<file path="src/rtl/gpu_cmd_pkg.sv">
// rtl/gpu_cmd_pkg.sv - shared types for the GPU host command interface
//
// Purpose: header layout, opcode values and widths shared by the host-side
// transmitter and the GPU-side command processor.
// Ports: none (package).

package gpu_cmd_pkg;

  localparam int CMD_W     = 64;
  localparam int CMD_LEN_W = 4;

  typedef enum logic [7:0] {
    NOP      = 8'h00,
    DRAW     = 8'h01,
    DISPATCH = 8'h02,
    FENCE    = 8'h03
  } cmd_opcode_e;

  // Field order matches the wire format, MSB first:
  // [63:56] opcode, [55:52] len, [51:36] seq, [35:32] rsvd, [31:0] arg.
  typedef struct packed {
    logic [7:0]           opcode;
    logic [CMD_LEN_W-1:0] len;
    logic [15:0]          seq;
    logic [3:0]           rsvd;
    logic [31:0]          arg;
  } cmd_hdr_t;

  typedef enum logic {
    TX_IDLE = 1'b0,
    TX_PAY  = 1'b1
  } tx_state_e;

endpackage

</file>
<file path="src/rtl/host_cmd_tx.sv">
// rtl/host_cmd_tx.sv - host-side packet serialiser for the GPU command link
//
// Purpose: accepts a packet descriptor and its payload words and emits one
// header beat followed by pkt_len payload beats on host_cmd_*, through a
// single registered output stage.
// Ports:
//   clk_2GHz, rst_n                 clock, asynchronous active-low reset
//   pkt_valid/pkt_ready             descriptor handshake
//   pkt_opcode/pkt_len/pkt_arg      descriptor fields (sampled at handshake)
//   pl_data/pl_valid/pl_ready       payload word handshake
//   host_cmd_data/valid/ready       beat output towards the GPU
//   seq_num                         sequence number of the next header
//   beats_sent                      saturating count of accepted beats
//   stall_timeout                   sticky backpressure-timeout flag
//   busy                            packet in progress or beat pending

module host_cmd_tx
  import gpu_cmd_pkg::*;
#(
  parameter int SEQ_W       = 16,
  parameter int STALL_LIMIT = 1024
) (
  input  logic              clk_2GHz,
  input  logic              rst_n,
  input  logic              pkt_valid,
  output logic              pkt_ready,
  input  logic [7:0]        pkt_opcode,
  input  logic [3:0]        pkt_len,
  input  logic [31:0]       pkt_arg,
  input  logic [63:0]       pl_data,
  input  logic              pl_valid,
  output logic              pl_ready,
  output logic [63:0]       host_cmd_data,
  output logic              host_cmd_valid,
  input  logic              host_cmd_ready,
  output logic [SEQ_W-1:0]  seq_num,
  output logic [31:0]       beats_sent,
  output logic              stall_timeout,
  output logic              busy
);

  localparam int STALL_W = $clog2(STALL_LIMIT + 1);
  localparam logic [STALL_W-1:0] STALL_MAX = STALL_W'(STALL_LIMIT);

  tx_state_e            state_q, state_d;
  logic [CMD_LEN_W-1:0] rem_q;
  logic [CMD_W-1:0]     out_reg;
  logic                 out_valid;
  logic [SEQ_W-1:0]     seq_q;
  logic [31:0]          beats_q;
  logic [STALL_W-1:0]   stall_q;
  logic                 timeout_q;
  logic                 busy_q;

  logic                 out_free;
  logic                 load_hdr;
  logic                 load_pl;
  logic                 valid_d;
  cmd_hdr_t             hdr;

  // The output register can take a new beat when empty or draining this cycle.
  assign out_free = !out_valid || host_cmd_ready;

  always_comb begin
    hdr        = '0;
    hdr.opcode = pkt_opcode;
    hdr.len    = pkt_len;
    hdr.seq    = 16'(seq_q);
    hdr.rsvd   = 4'h0;
    hdr.arg    = pkt_arg;
  end

  always_comb begin
    state_d   = state_q;
    pkt_ready = 1'b0;
    pl_ready  = 1'b0;
    load_hdr  = 1'b0;
    load_pl   = 1'b0;
    case (state_q)
      TX_IDLE: begin
        pkt_ready = out_free;
        if (pkt_valid && out_free) begin
          load_hdr = 1'b1;
          if (pkt_len != '0) state_d = TX_PAY;
        end
      end
      TX_PAY: begin
        pl_ready = out_free;
        if (pl_valid && out_free) begin
          load_pl = 1'b1;
          // Last payload word: return to IDLE on the edge that loads it.
          if (rem_q == CMD_LEN_W'(1)) state_d = TX_IDLE;
        end
      end
      default: state_d = TX_IDLE;
    endcase
  end

  // A free output register with nothing to load drops valid.
  always_comb begin
    valid_d = out_valid;
    if (load_hdr || load_pl) valid_d = 1'b1;
    else if (out_free)       valid_d = 1'b0;
  end

  always_ff @(posedge clk_2GHz or negedge rst_n) begin
    if (!rst_n) begin
      state_q   <= TX_IDLE;
      rem_q     <= '0;
      out_reg   <= '0;
      out_valid <= 1'b0;
      seq_q     <= '0;
      busy_q    <= 1'b0;
    end else begin
      state_q   <= state_d;
      out_valid <= valid_d;
      busy_q    <= (state_d == TX_PAY) || valid_d;
      if (load_hdr) begin
        out_reg <= hdr;
        rem_q   <= pkt_len;
        seq_q   <= seq_q + 1'b1;
      end else if (load_pl) begin
        out_reg <= pl_data;
        rem_q   <= rem_q - 1'b1;
      end
    end
  end

  always_ff @(posedge clk_2GHz or negedge rst_n) begin
    if (!rst_n) begin
      beats_q <= '0;
    end else if (out_valid && host_cmd_ready && (beats_q != '1)) begin
      beats_q <= beats_q + 1'b1;
    end
  end

  // Consecutive-stall counter; saturates at the limit, flag is sticky.
  always_ff @(posedge clk_2GHz or negedge rst_n) begin
    if (!rst_n) begin
      stall_q   <= '0;
      timeout_q <= 1'b0;
    end else if (out_valid && !host_cmd_ready) begin
      if (stall_q != STALL_MAX) begin
        stall_q <= stall_q + 1'b1;
        if (stall_q == STALL_MAX - 1'b1) timeout_q <= 1'b1;
      end
    end else begin
      stall_q <= '0;
    end
  end

  assign host_cmd_data  = out_reg;
  assign host_cmd_valid = out_valid;
  assign seq_num        = seq_q;
  assign beats_sent     = beats_q;
  assign stall_timeout  = timeout_q;
  assign busy           = busy_q;

endmodule

</file>
<file path="config.mk">
export PLATFORM = sky130hd
export DESIGN_NAME = host_cmd_tx
export DESIGN_NICKNAME = d
export VERILOG_FILES = /design/src/rtl/gpu_cmd_pkg.sv /design/src/rtl/host_cmd_tx.sv
export SDC_FILE = /design/constraint.sdc
export NUM_CORES = 1
export LEC_CHECK = 0
export CAP_MARGIN = 20
export CORE_MARGIN = 4
export CORE_UTILIZATION = 48
export DETAILED_ROUTE_END_ITERATION = 8
export PLACE_DENSITY = 0.87
export SLEW_MARGIN = 30
export SYNTH_ARGS = -nofsm -noshare
export SYNTH_HDL_FRONTEND = slang
export SYNTH_SLANG_ARGS = --single-unit
</file>
<file path="constraint.sdc">
create_clock -name clk_2GHz -period 5.4 [get_ports clk_2GHz]
set_clock_uncertainty 0.05 [all_clocks]
set_input_delay 1.08 -clock clk_2GHz [delete_from_list [all_inputs] [get_ports clk_2GHz]]
set_output_delay 1.08 -clock clk_2GHz [all_outputs]
set_load 0.01 [all_outputs]
</file>
==> results.toml <==
[status]
status = "finished, final reports clean"

[power_and_ir_drop]
powerDensity_nw_per_um2 = 461.5
leakagePower_nw = 3.879
ir_worst_vdd_uv = 266.6
p_total_mw = 4.163

[cells_and_area]
final_nets = 960
postLayoutCellArea_um2 = 9020
antenna-diode-count = 0
final_util = 0.7447
syn2layout_area_growth_pct = 51.07
layout-drive-gt1-share = 0.06440
final_cells = 1022

[global_routing]
grt_max_degree = 75
grt_pass1_vias = 5796
grtUsageTotal = 0.2538
grt_antenna_before_repair = 0
grt_overflow_total = 0
grt_pass1_wl_um = 29120

[placed_design]
routabilityCongestion = 0.8541
placed_area_um2 = 8413
hpwl_um = 12860
place_ws_ns = 1.347
place.port_buffers = 229
placedCellCount = 990

[timing]
fin_crit_ns = 4.071
slew_headroom = 0.5178
finalSetupViolCount = 0
fmax_ghz = 0.2456
fin_crit_sh = 0.7539
slew_violations = 0
whs_ns = 0.4083
finalHoldViolCount = 0
tns_ns = 0
rsz0062_at_grt = "false"
fin_ws_ns = 1.329
tightest_slew_ns = 0.7233

[synthesis]
syn_nets = 734
yosys.cell_count.top_type = "nand2_1"
yosysTopAreaCellShare = 0.5490
syn_area_per_cell_um2 = 9.708
synth_edf_count = 0
syn_inst = 615
async_reset_ff_frac = 1.000
yosysSeqAreaShare = 0.5490
synthTopCellsByArea = "dfrtp_1 55%, nand2_1 9.1%, xnor2_1 5.7%"
syn_area_um2 = 5971
yosysTopAreaCell = "dfrtp_1"
synth.top_cells.by_count = "145 x nand2_1, 131 x dfrtp_1, 63 x nor2_1"
ys.flop_type = "dfrtp_1"
synth_seq_cells = 131
synth_cell_types = 44
synth_warnings = 0

[critical_path]
critPathLaunch = "host_cmd_ready"
r2r-end = "rem_q[1]$_DFFE_PN0P_"
endpoint = "pl_ready"
path_max_fanout = 17
reg2regPathDepth = 6
cp.required_ns = 4.27
worstSetupEndpointType = "primary output"
r2r_slack_ns = 2.79
arrival_ns = 2.94
start_kind = "input pin"
critical_path_class = "in2out"
timing.rr.start = "host_cmd_valid$_DFF_PN0_"

[drt]
routed_wl_um = 17930
wire_per_inst_um = 17.55
vias_per_cell = 5.502
drc = 0
drt-initial-drc-count = 378
ant_nets = 0
drtPass1Iterations = 7
num_vias = 5623

[clock_network]
path_clk_slew_ns = 0.06
cts_setup_buffers = 0
cts_tree = "built"
clockRootBuffer = "clkbuf_16"
cts.htree.levels = 4
cts_resized = 0
clock-sinks = 131
cts_buffers = 17
cts_hold_buf = 0
clk_latency_ns = 0.42
cts_buffer_depth = 2

[die]
die-area_um2 = 14290
core_area_um2 = 12110
die_h_um = 119.5
io_pins = 230
rows = 40
die-width_um = 119.5
start_util = 0.4930

[min_path]
hp-class = "reg2reg"
worstHoldStart = "stall_timeout$_DFFE_PN0P_"

[flow_run]
maxCapViolCount = 0
-- flip-flops by register name (all words and copies together) (netlist names) --
register,count
host_cmd_data,64
beats_sent,32
seq_num,16
stall_q,11
rem_q,4
busy,1
host_cmd_valid,1
stall_timeout,1
state_q,1
-- layer usage --
layer,track usage,routed length [um],vias to the layer above
li1,-,-,2563
met1,0.3018,6921,2731
met2,0.4181,8848,280
met3,0.08577,1579,49
met4,0.1152,585,0
met5,0,0,-
-- how the worst min path moves through the flow --
stage | depth (start not counted) | end
global route | 1 | stall_timeout$_DFFE_PN0P_
detailed placement | 1 | stall_timeout$_DFFE_PN0P_
finish | 1 | stall_timeout$_DFFE_PN0P_
floorplan | 2 | rem_q[3]$_DFFE_PN0P_
CTS | 1 | stall_timeout$_DFFE_PN0P_
global placement | 1 | stall_timeout$_DFFE_PN0P_
-- kinds of logic after synthesis --
| kind of cell | synth area share |
|---|---|
| simple gates | 0.2349 |
| flops | 0.5490 |
| compound gates | 0.09157 |
| xor+xnor | 0.07921 |
| buf+inv | 0.02515 |
| fa+ha+maj | 0.01257 |
| mux | 0.007543 |
-- layout make-up --
type | count | area (um2)
Inverter | 8 | 30.03
Clock buffer | 17 | 425.4
Multi-Input combinational cell | 448 | 2560
Fill cell | 800 | 3092
Sequential cell | 131 | 3278
Tap cell | 168 | 210.2
Clock inverter | 15 | 181.4
Timing Repair Buffer | 235 | 2335
-- worst max-delay path, stage by stage --
cell	delay, ns
clkdlybuf4s50_1	0.58
nand2b_1	0.51
and2_1	0.21
clkdlybuf4s50_1	0.56
-- layout by cell type (no fill, tap or decap), types with 15 or more instances in the layout --
master / netlist / layout
clkdlybuf4s50_1: 0 / 228
nand2_1: 145 / 144
dfrtp_1: 131 / 131
nor2_1: 63 / 62
xnor2_1: 39 / 39
a31oi_1: 37 / 37
nand3_1: 31 / 31
a22oi_1: 22 / 22
clkbuf_16: 0 / 17
nand4_1: 16 / 16
xor2_1: 15 / 15
-- power breakdown --
part | internal [mW] | leakage [nW] | switching (mW) | total [mW]
clock | 0.729 | 0.282 | 0.449 | 1.18
combinational | 0.782 | 1.93 | 0.679 | 1.46
sequential | 1.28 | 1.67 | 0.240 | 1.52
(Power assumes the default switching activity.)
